**config.mk**
```make
export PLATFORM = sky130hd
export DESIGN_NAME = spi_flash_rescue_seq
export DESIGN_NICKNAME = d
export VERILOG_FILES = /design/src/rtl/spi_flash_rescue_seq.sv
export SDC_FILE = /design/constraint.sdc
export NUM_CORES = 1
export LEC_CHECK = 0
export ABC_AREA = 0
export BUFFER_PORTS_ARGS = -buffer_cell sky130_fd_sc_hd__buf_2
export CAP_MARGIN = 20
export CORE_MARGIN = 2
export CORE_UTILIZATION = 58
export DETAILED_ROUTE_END_ITERATION = 16
export PLACE_DENSITY = 0.88
export SLEW_MARGIN = 0
export SYNTH_ARGS = -nofsm -noshare
export SYNTH_HDL_FRONTEND = slang
export SYNTH_SLANG_ARGS = --single-unit
```
**constraint.sdc**
```tcl
create_clock -name clk_i -period 2.3 [get_ports clk_i]
set_clock_uncertainty 0.1 [all_clocks]
set_input_delay 0.115 -clock clk_i [delete_from_list [all_inputs] [get_ports clk_i]]
set_output_delay 0.115 -clock clk_i [all_outputs]
set_load 0.05 [all_outputs]
```
**src/rtl/spi_flash_rescue_seq.sv**
```systemverilog
// Brings an N25Q128 to a known state: power-loss rescue bursts on S#/DQ0, then FSR (0x70) polling until ready.
// Define FLASH_SWRST_EN to insert 0x66 / 0x99 software-reset frames between the rescue bursts and polling.
module spi_flash_rescue_seq #(
    parameter int CLK_DIV    = 2,
    parameter int GAP_CYCLES = 4,
    parameter int POLL_MAX   = 16
) (
    input  logic       clk_i,
    input  logic       rst_i,
    input  logic       start_i,
    output logic       busy_o,
    output logic       done_o,
    output logic       error_o,
    output logic [7:0] fsr_o,
    output logic [4:0] poll_cnt_o,
    output logic       sck_o,
    output logic       cs_no,
    output logic       dq0_o,
    input  logic       dq1_i
);
    localparam int PW = $clog2(CLK_DIV) + 1;
    localparam int GW = $clog2(GAP_CYCLES + 1);

    typedef enum logic [2:0] {
        IDLE, RESC, GAP,
`ifdef FLASH_SWRST_EN
        SWRST,
`endif
        CMD, RD, CHK, DONE
    } state_t;

    // Position inside one S# frame: lead-in, SCK low/high halves, tail before S# rises.
    typedef enum logic [1:0] {SUB_LEAD, SUB_LOW, SUB_HIGH, SUB_TRAIL} sub_t;

    state_t          state_q, state_d, gap_nxt_q, gap_nxt_d;
    sub_t            sub_q, sub_d;
    logic [PW-1:0]   ph_q, ph_d;
    logic [4:0]      bcnt_q, bcnt_d, last_idx;
    logic [1:0]      burst_q, burst_d;
    logic [GW-1:0]   gap_q, gap_d;
    logic [7:0]      rx_q, rx_d, fsr_q, fsr_d, tx_byte;
    logic [4:0]      poll_q, poll_d, poll_inc;
    logic            busy_q, busy_d, done_q, done_d, err_q, err_d;
    logic            sck_q, sck_d, cs_n_q, cs_n_d, dq0_q, dq0_d;
    logic [2:0]      nxt_pos;
`ifdef FLASH_SWRST_EN
    logic            sw_q, sw_d;
`endif

    always_comb begin
        tx_byte = 8'hFF;
        if (state_q == CMD) tx_byte = 8'h70;
`ifdef FLASH_SWRST_EN
        else if (state_q == SWRST) tx_byte = sw_q ? 8'h99 : 8'h66;
`endif
    end

    always_comb begin
        last_idx = 5'd7;
        if (state_q == RESC) begin
            case (burst_q)
                2'd0:    last_idx = 5'd6;
                2'd1:    last_idx = 5'd12;
                2'd2:    last_idx = 5'd24;
                default: last_idx = 5'd7;
            endcase
        end
    end

    assign nxt_pos  = 3'd6 - bcnt_q[2:0];
    assign poll_inc = (poll_q == 5'd31) ? poll_q : poll_q + 5'd1;

    always_comb begin
        state_d   = state_q;
        sub_d     = sub_q;
        gap_nxt_d = gap_nxt_q;
        ph_d      = ph_q;
        bcnt_d    = bcnt_q;
        burst_d   = burst_q;
        gap_d     = gap_q;
        rx_d      = rx_q;
        fsr_d     = fsr_q;
        poll_d    = poll_q;
        busy_d    = busy_q;
        done_d    = 1'b0;
        err_d     = err_q;
        sck_d     = sck_q;
        cs_n_d    = cs_n_q;
        dq0_d     = dq0_q;
`ifdef FLASH_SWRST_EN
        sw_d      = sw_q;
`endif
        case (state_q)
            IDLE: begin
                if (start_i) begin
                    state_d = RESC;
                    sub_d   = SUB_LEAD;
                    cs_n_d  = 1'b0;
                    busy_d  = 1'b1;
                    err_d   = 1'b0;
                    fsr_d   = 8'h00;
                    poll_d  = 5'd0;
                    burst_d = 2'd0;
`ifdef FLASH_SWRST_EN
                    sw_d    = 1'b0;
`endif
                end
            end
            GAP: begin
                if (gap_q == GW'(GAP_CYCLES)) begin
                    state_d = gap_nxt_q;
                    sub_d   = SUB_LEAD;
                    cs_n_d  = 1'b0;
                end else begin
                    gap_d = gap_q + 1'b1;
                end
            end
            CHK: begin
                fsr_d  = rx_q;
                poll_d = poll_inc;
                if (rx_q[7] || int'(poll_inc) >= POLL_MAX) begin
                    err_d   = ~rx_q[7];
                    state_d = DONE;
                    done_d  = 1'b1;
                    busy_d  = 1'b0;
                end else begin
                    state_d   = GAP;
                    gap_d     = GW'(1);
                    gap_nxt_d = CMD;
                end
            end
            DONE: state_d = IDLE;
            default: begin
                case (sub_q)
                    SUB_LEAD: begin
                        sub_d  = SUB_LOW;
                        ph_d   = '0;
                        bcnt_d = 5'd0;
                        dq0_d  = tx_byte[7];
                    end
                    SUB_LOW: begin
                        if (ph_q == PW'(CLK_DIV - 1)) begin
                            sub_d = SUB_HIGH;
                            ph_d  = '0;
                            sck_d = 1'b1;
                        end else begin
                            ph_d = ph_q + 1'b1;
                        end
                    end
                    SUB_HIGH: begin
                        if (ph_q == '0 && state_q == RD) rx_d = {rx_q[6:0], dq1_i};
                        if (ph_q == PW'(CLK_DIV - 1)) begin
                            sck_d = 1'b0;
                            ph_d  = '0;
                            if (bcnt_q != last_idx) begin
                                bcnt_d = bcnt_q + 5'd1;
                                sub_d  = SUB_LOW;
                                dq0_d  = tx_byte[nxt_pos];
                            end else if (state_q == CMD) begin
                                // Read phase follows the command inside the same S# frame.
                                state_d = RD;
                                sub_d   = SUB_LOW;
                                bcnt_d  = 5'd0;
                                dq0_d   = 1'b1;
                            end else begin
                                sub_d = SUB_TRAIL;
                            end
                        end else begin
                            ph_d = ph_q + 1'b1;
                        end
                    end
                    default: begin
                        cs_n_d  = 1'b1;
                        dq0_d   = 1'b1;
                        gap_d   = GW'(1);
                        state_d = GAP;
                        if (state_q == RD) begin
                            state_d = CHK;
                        end else if (state_q == RESC) begin
                            if (burst_q == 2'd3) begin
`ifdef FLASH_SWRST_EN
                                gap_nxt_d = SWRST;
`else
                                gap_nxt_d = CMD;
`endif
                            end else begin
                                burst_d   = burst_q + 2'd1;
                                gap_nxt_d = RESC;
                            end
                        end
`ifdef FLASH_SWRST_EN
                        else if (state_q == SWRST) begin
                            gap_nxt_d = sw_q ? CMD : SWRST;
                            sw_d      = 1'b1;
                        end
`endif
                    end
                endcase
            end
        endcase
    end

    always_ff @(posedge clk_i) begin
        if (rst_i) begin
            state_q   <= IDLE;
            sub_q     <= SUB_LEAD;
            gap_nxt_q <= IDLE;
            ph_q      <= '0;
            bcnt_q    <= 5'd0;
            burst_q   <= 2'd0;
            gap_q     <= '0;
            rx_q      <= 8'h00;
            fsr_q     <= 8'h00;
            poll_q    <= 5'd0;
            busy_q    <= 1'b0;
            done_q    <= 1'b0;
            err_q     <= 1'b0;
            sck_q     <= 1'b0;
            cs_n_q    <= 1'b1;
            dq0_q     <= 1'b1;
`ifdef FLASH_SWRST_EN
            sw_q      <= 1'b0;
`endif
        end else begin
            state_q   <= state_d;
            sub_q     <= sub_d;
            gap_nxt_q <= gap_nxt_d;
            ph_q      <= ph_d;
            bcnt_q    <= bcnt_d;
            burst_q   <= burst_d;
            gap_q     <= gap_d;
            rx_q      <= rx_d;
            fsr_q     <= fsr_d;
            poll_q    <= poll_d;
            busy_q    <= busy_d;
            done_q    <= done_d;
            err_q     <= err_d;
            sck_q     <= sck_d;
            cs_n_q    <= cs_n_d;
            dq0_q     <= dq0_d;
`ifdef FLASH_SWRST_EN
            sw_q      <= sw_d;
`endif
        end
    end

    assign busy_o     = busy_q;
    assign done_o     = done_q;
    assign error_o    = err_q;
    assign fsr_o      = fsr_q;
    assign poll_cnt_o = poll_q;
    assign sck_o      = sck_q;
    assign cs_no      = cs_n_q;
    assign dq0_o      = dq0_q;
endmodule
```
## After elaboration in Yosys (flattened, before gate mapping)

Index checks and enable logic that the tools add are counted.

- Flip-flop bits (word level): 47
- Input bits: 4
- Output and inout port bits: 19
- Logic and storage cells: 168

- Add/subtract/negate cells: 6
- $lt $le $gt $ge: 2
- Equality and inequality tests: 36
- Mux-type cells: 65
- Bitwise operators: 8
- Reductions and logical operators: 35

Operator list:

| operator | number |
|---|---|
| 3-bit two-way mux | 14 |
| 5-bit two-way mux | 6 |
| 2-bit two-way mux | 12 |
| 5-bit one-hot mux with 2 select lines | 2 |
| 4-bit AND reduction | 5 |
| 6-bit by 2-bit inequality test with 1-bit output, second input constant | 3 |
| 6-bit AND reduction | 3 |
| 8-bit two-way mux | 2 |
| 8-bit one-hot mux with 2 select lines | 1 |
| 5-bit one-hot mux with 3 select lines | 1 |
| 2-bit inequality test, second input constant | 7 |
| 1-bit two-way mux | 13 |
| 3-bit equality test, second input constant | 4 |
| 2-bit one-hot mux with 3 select lines | 2 |
| 3-bit one-hot mux with 2 select lines | 2 |
| 3-bit one-hot mux with 4 select lines | 1 |
| 2-bit nonzero test | 6 |
| 5-bit by 1-bit adder with 5-bit output, second input constant | 2 |
| 2-bit by 1-bit inequality test with 1-bit output, second input constant | 5 |
| 2-bit OR reduction | 5 |
| 3-bit one-hot mux with 3 select lines | 1 |
| 3-bit OR reduction | 3 |
| 4-bit by 2-bit inequality test with 1-bit output, second input constant | 2 |
| 1-bit NOT | 8 |
| other kinds (27) | 42 |

## Longest topological paths before layout

- Depth after elaboration: 8
- Mapped depth: 8
- Gate-level depth less buffers: 8

## Worst setup path before layout

Ideal clock, no wire load.

- Kind: register to register
- From: register poll_q[0] (netlist: poll_cnt_o[0])
- To: register gap_q[1]
- Library setup time: 71 ps
- Data arrival time: 1,929 ps
- Slack: 200 ps
- Cell stages (with the launch flop): 7
- Buffers on the path: 0
- Path through: dfxtp_1 > ha_1 > and3_1 > o31ai_2 > o21ai_1 > or3_1 > a21oi_1

- Longest elaborated chain between the ends: 6
- Elaborated cells between the ends (all ways): 7
- Those cells by class: 1 x add/sub; 1 x order compare; 2 x eq/ne; 1 x mux; 2 x reduce/logical

RTL lines:

| what | RTL line | text |
|---|---|---|
| start: declaration | 42 | `logic [4:0] poll_q, poll_d, poll_inc;` |
| start signal: assignment | 234 | `poll_q <= poll_d;` |
| 5-bit by 1-bit adder with 5-bit output or 5-bit equality test (tied branches) | 71 | `assign poll_inc = (poll_q == 5'd31) ? poll_q : poll_q + 5'd1;` |
| 5-bit two-way mux * | 71 |  |
| 5-bit >= comparator * | 121 | `if (rx_q[7] \|\| int'(poll_inc) >= POLL_MAX) begin` |
| 1-bit logical OR * | 121 |  |
| 2-bit inequality test (no line) * | - |  |
| 4-bit AND reduction (no line) * | - |  |
| end signal: assignment | 231 | `gap_q <= gap_d;` |
| end: declaration | 40 | `logic [GW-1:0] gap_q, gap_d;` |

Every way passes the cells marked *; elsewhere a longest branch is shown, timed or not.
A chain may end at the register's enable or synchronous reset.

## Final worst setup path

- From: register burst_q[0]
- To: register state_q[0]

- Longest elaborated chain between the ends: 6
- Elaborated cells between the ends (all ways): 8
- Those cells by class: 4 x eq/ne; 2 x mux; 2 x reduce/logical

RTL lines:

| what | RTL line | text |
|---|---|---|
| start: declaration | 39 | `logic [1:0] burst_q, burst_d;` |
| start signal: assignment | 230 | `burst_q <= burst_d;` |
| 2-bit equality test (tied with other cells) | 61 | `case (burst_q)` |
| 5-bit one-hot mux with 3 select lines * | 61 |  |
| 5-bit two-way mux * | 60 | `if (state_q == RESC) begin` |
| 5-bit inequality test * | 155 | `if (bcnt_q != last_idx) begin` |
| 6-bit by 2-bit inequality test with 1-bit output (no line) * | - |  |
| 6-bit AND reduction (no line) * | - |  |
| end signal: assignment | 225 | `state_q <= state_d;` |
| end: declaration | 35 | `state_t state_q, state_d, gap_nxt_q, gap_nxt_d;` |

Marks and branches as above.

==> flow_metrics.py <==
metrics = {
    "routing": {
        "first_pass_iters": 4,
        "wirelength_mm": 5.18,
        "drt_iter0_drc": 180,
        "via_count": 2194,
        "wire_per_inst_um": 13.8,
        "ant_nets": 0,
        "vias_per_cell": 5.85,
        "drc": 0,
    },
    "synth": {
        "synth_area_um2": 2370,
        "async_flop_share_pct": 0,
        "synthCells": 297,
        "ys_seq_area_share_pct": 38.9,
        "ys_ff_latch": 46,
        "yosysWarnings": 0,
        "synth_commonest_cells": "46 x dfxtp_1, 37 x a21oi_1, 37 x nor2_1",
        "synth_area_leaders": "dfxtp_1 39%, a21oi_1 7.8%, nor2_1 5.9%",
        "synth_top_area_cell": "dfxtp_1",
        "synth_edf_count": 0,
        "yosys.area.top_type_share_pct": 38.9,
        "synth_cell_types": 50,
        "synthesis.nets": 312,
        "avgSynthCellArea_um2": 7.98,
        "synth_flop_cell": "dfxtp_1",
        "yosys.cell_count.top_type": "dfxtp_1",
    },
    "cells_and_area": {
        "antennaDiodeCount": 0,
        "num-fill-cells": 322,
        "final_util_pct": 68.3,
        "final_cell_count_no_fill": 375,
        "multiInputGateArea_um2": 1350,
        "drive_gt1_share_pct": 17.8,
        "area_delta_synth_final_pct": 14.5,
        "ff_latch_area_um2": 926,
        "final_nets": 339,
    },
    "critical_path": {
        "cp.arrival_ns": 2.31,
        "critPathBufInv": 1,
        "cpPeakStageDelay_ns": 0.40,
        "path_class": "reg2reg",
        "worstPathRequired_ns": 2.37,
        "crit_path_max_fanout": 4,
        "timing.rr.start": "burst_q[0]",
        "reg2reg_depth": 8,
        "r2r_setup_slack_ns": 0.06,
        "crit_family": "compound AO/OA/AOI/OAI gates",
        "cp-startpoint": "burst_q[0]",
        "end_kind": "flip-flop",
        "cp_slowest_cell": "a211oi_2",
        "r2r-end": "state_q[0]",
        "start_kind": "flip-flop",
        "cp_cell_sequence": "inv_2, ha_4, nand3b_1, a221oi_2, o211ai_1, a211oi_2, mux2i_1, nor2_1",
    },
    "place": {
        "portBuffers": 22,
        "post-place-cells": 364,
        "place_congestion": 0.841,
        "dpl.hpwl_mm": 3.49,
    },
    "die": {
        "rows": 23,
        "die_height_um": 67.9,
        "die_width_um": 67.9,
        "die_area_um2": 4610,
        "coreArea_um2": 3970,
        "start_util_pct": 59.7,
        "pin_count": 23,
    },
    "sta": {
        "drv_slew": 0,
        "setup_viol_count_final": 0,
        "worstMarginPinSlew_ns": 0.868,
        "worst_slew_margin_rel_pct": 42.1,
        "timing.fmax_mhz": 447,
        "period_share_pct": 97.3,
        "rsz0062_at_grt": "true",
        "hold_viol_final": 0,
        "min_period_ns": 2.24,
    },
    "global_route": {
        "grt_pass1_wl_mm": 8.53,
        "grt_pass1_vias": 1981,
        "gr-total-overflow": 0,
        "grt_max_degree": 48,
        "gr-usage-all-layers_pct": 24.3,
        "antenna_found_initial": 0,
    },
    "clock_tree": {
        "cts_tree": "done",
        "clk_pin_slew_ns": 0.09,
        "clk_latency_ns": 0.31,
        "numCtsBuffers": 5,
        "htreeDepth": 2,
        "clock-sinks": 46,
        "cts.path.max_buffers": 2,
        "clockRootBuffer": "clkbuf_8",
    },
    "hold_path": {
        "min_to": "poll_cnt_o[2]",
        "hold_depth": 6,
        "hold_path_class": "in2reg",
        "min_from": "start_i",
    },
    "power": {
        "leakage_nw": 1.03,
        "powerDensity_nw_per_um2": 905,
        "ir_drop_mv": 0.511,
    },
    "run_status": {
        "status": "finished, final reports clean",
    },
    "run": {
        "cap_violations": 0,
    },
}
[layout by cell type (no fill, tap or decap), types with 4 or more instances in the layout]
master and n:
nand2b_1 6, clkbuf_8 5, mux2i_1 6, ha_1 10, o21ai_0 10, dfxtp_2 4, nor2_1 37, dfxtp_1 42
a21oi_1 37, or3_1 4, inv_1 10, nand3b_1 4, a31oi_1 6, nor3_1 4, buf_2 22, nand3_1 25
buf_4 13, nand2_1 31
[metrics by stage]
| step | setup TNS, ns | power (mW) | worst slack (ns) | hold WS (ns) | area [um2] |
|---|---|---|---|---|---|
| after global placement | 0 | 1.79 | 0.123 | 0.268 | 2550 |
| final | 0 | 2.46 | 0.0614 | 0.260 | 2710 |
| after global routing | -0.328 | 2.61 | -0.103 | 0.291 | 2710 |
| after detailed placement | 0 | 1.81 | 0.0395 | 0.278 | 2550 |
| after floorplan | 0 | 1.62 | 0.200 | 0.162 | 2370 |
| after CTS | 0 | 2.44 | 0.0187 | 0.250 | 2670 |
[sequential cells by signal, indices dropped and copies added (netlist names)]
register	flops
sub_q	2
burst_q	2
fsr_o	8
rx_q	8
ph_q	2
bcnt_q	5
sck_o	1
done_o	1
error_o	1
state_q	3
poll_cnt_o	5
busy_o	1
cs_no	1
gap_q	3
gap_nxt_q	2
dq0_o	1
[how the worst max path moves through the flow]
stage / slack (ns) / depth (start not counted) / end
3_5_place_dp: 0.04 / 8 / sub_q[1]
3_3_place_gp: 0.12 / 8 / sub_q[1]
5_1_grt: -0.10 / 8 / state_q[0]
2_1_floorplan: 0.20 / 6 / gap_q[1]
6_report: 0.06 / 8 / state_q[0]
4_1_cts: 0.02 / 8 / sub_q[1]
[per-layer routing]
metal	track usage (%)	vias up	routed length, um
met5	0	-	0
met1	29.6	1017	2320
met2	40.7	70	2490
met3	5.92	9	275
met4	10.5	0	97
li1	-	1098	-
[cell type report]
type                    count  area share, %
inverters                  11           1.52
repair buffers             36           8.03
well taps                  50           2.31
clock buffers               5           2.54
multi-input cells         224           49.9
flip-flops and latches     46           34.1
clock inverters             3           1.61
[power by group]
part,switching [mW],internal [mW]
Clock,0.296,0.326
Sequential,0.0674,0.863
Combinational,0.561,0.342
[what timing repair did]
item | in CTS | in global routing
hold endpoints to repair | 1 | 0
endpoints found under the setup margin | 0 | 9
hold buffers | 1 | 0
buffers inserted | 0 | 2
gates resized for setup | 0 | 7
[cells by family after synthesis]
logic type,share of synthesized area [%]
adders and majority gates,6.23
muxes,2.53
AOI/OAI and AO/OA,20.8
and+or+nand+nor,25.7
DFF,38.9
buffers and inverters,4.86
xor gates and xnor gates,1.06
[tightest hold or removal path: stages]
cell and delay (ns):
buf_2 0.12, nand2_1 0.09, nand2_1 0.08, o21ai_0 0.08, a21oi_1 0.06, nor2_1 0.08
Power figures use the tool's default switching activity.
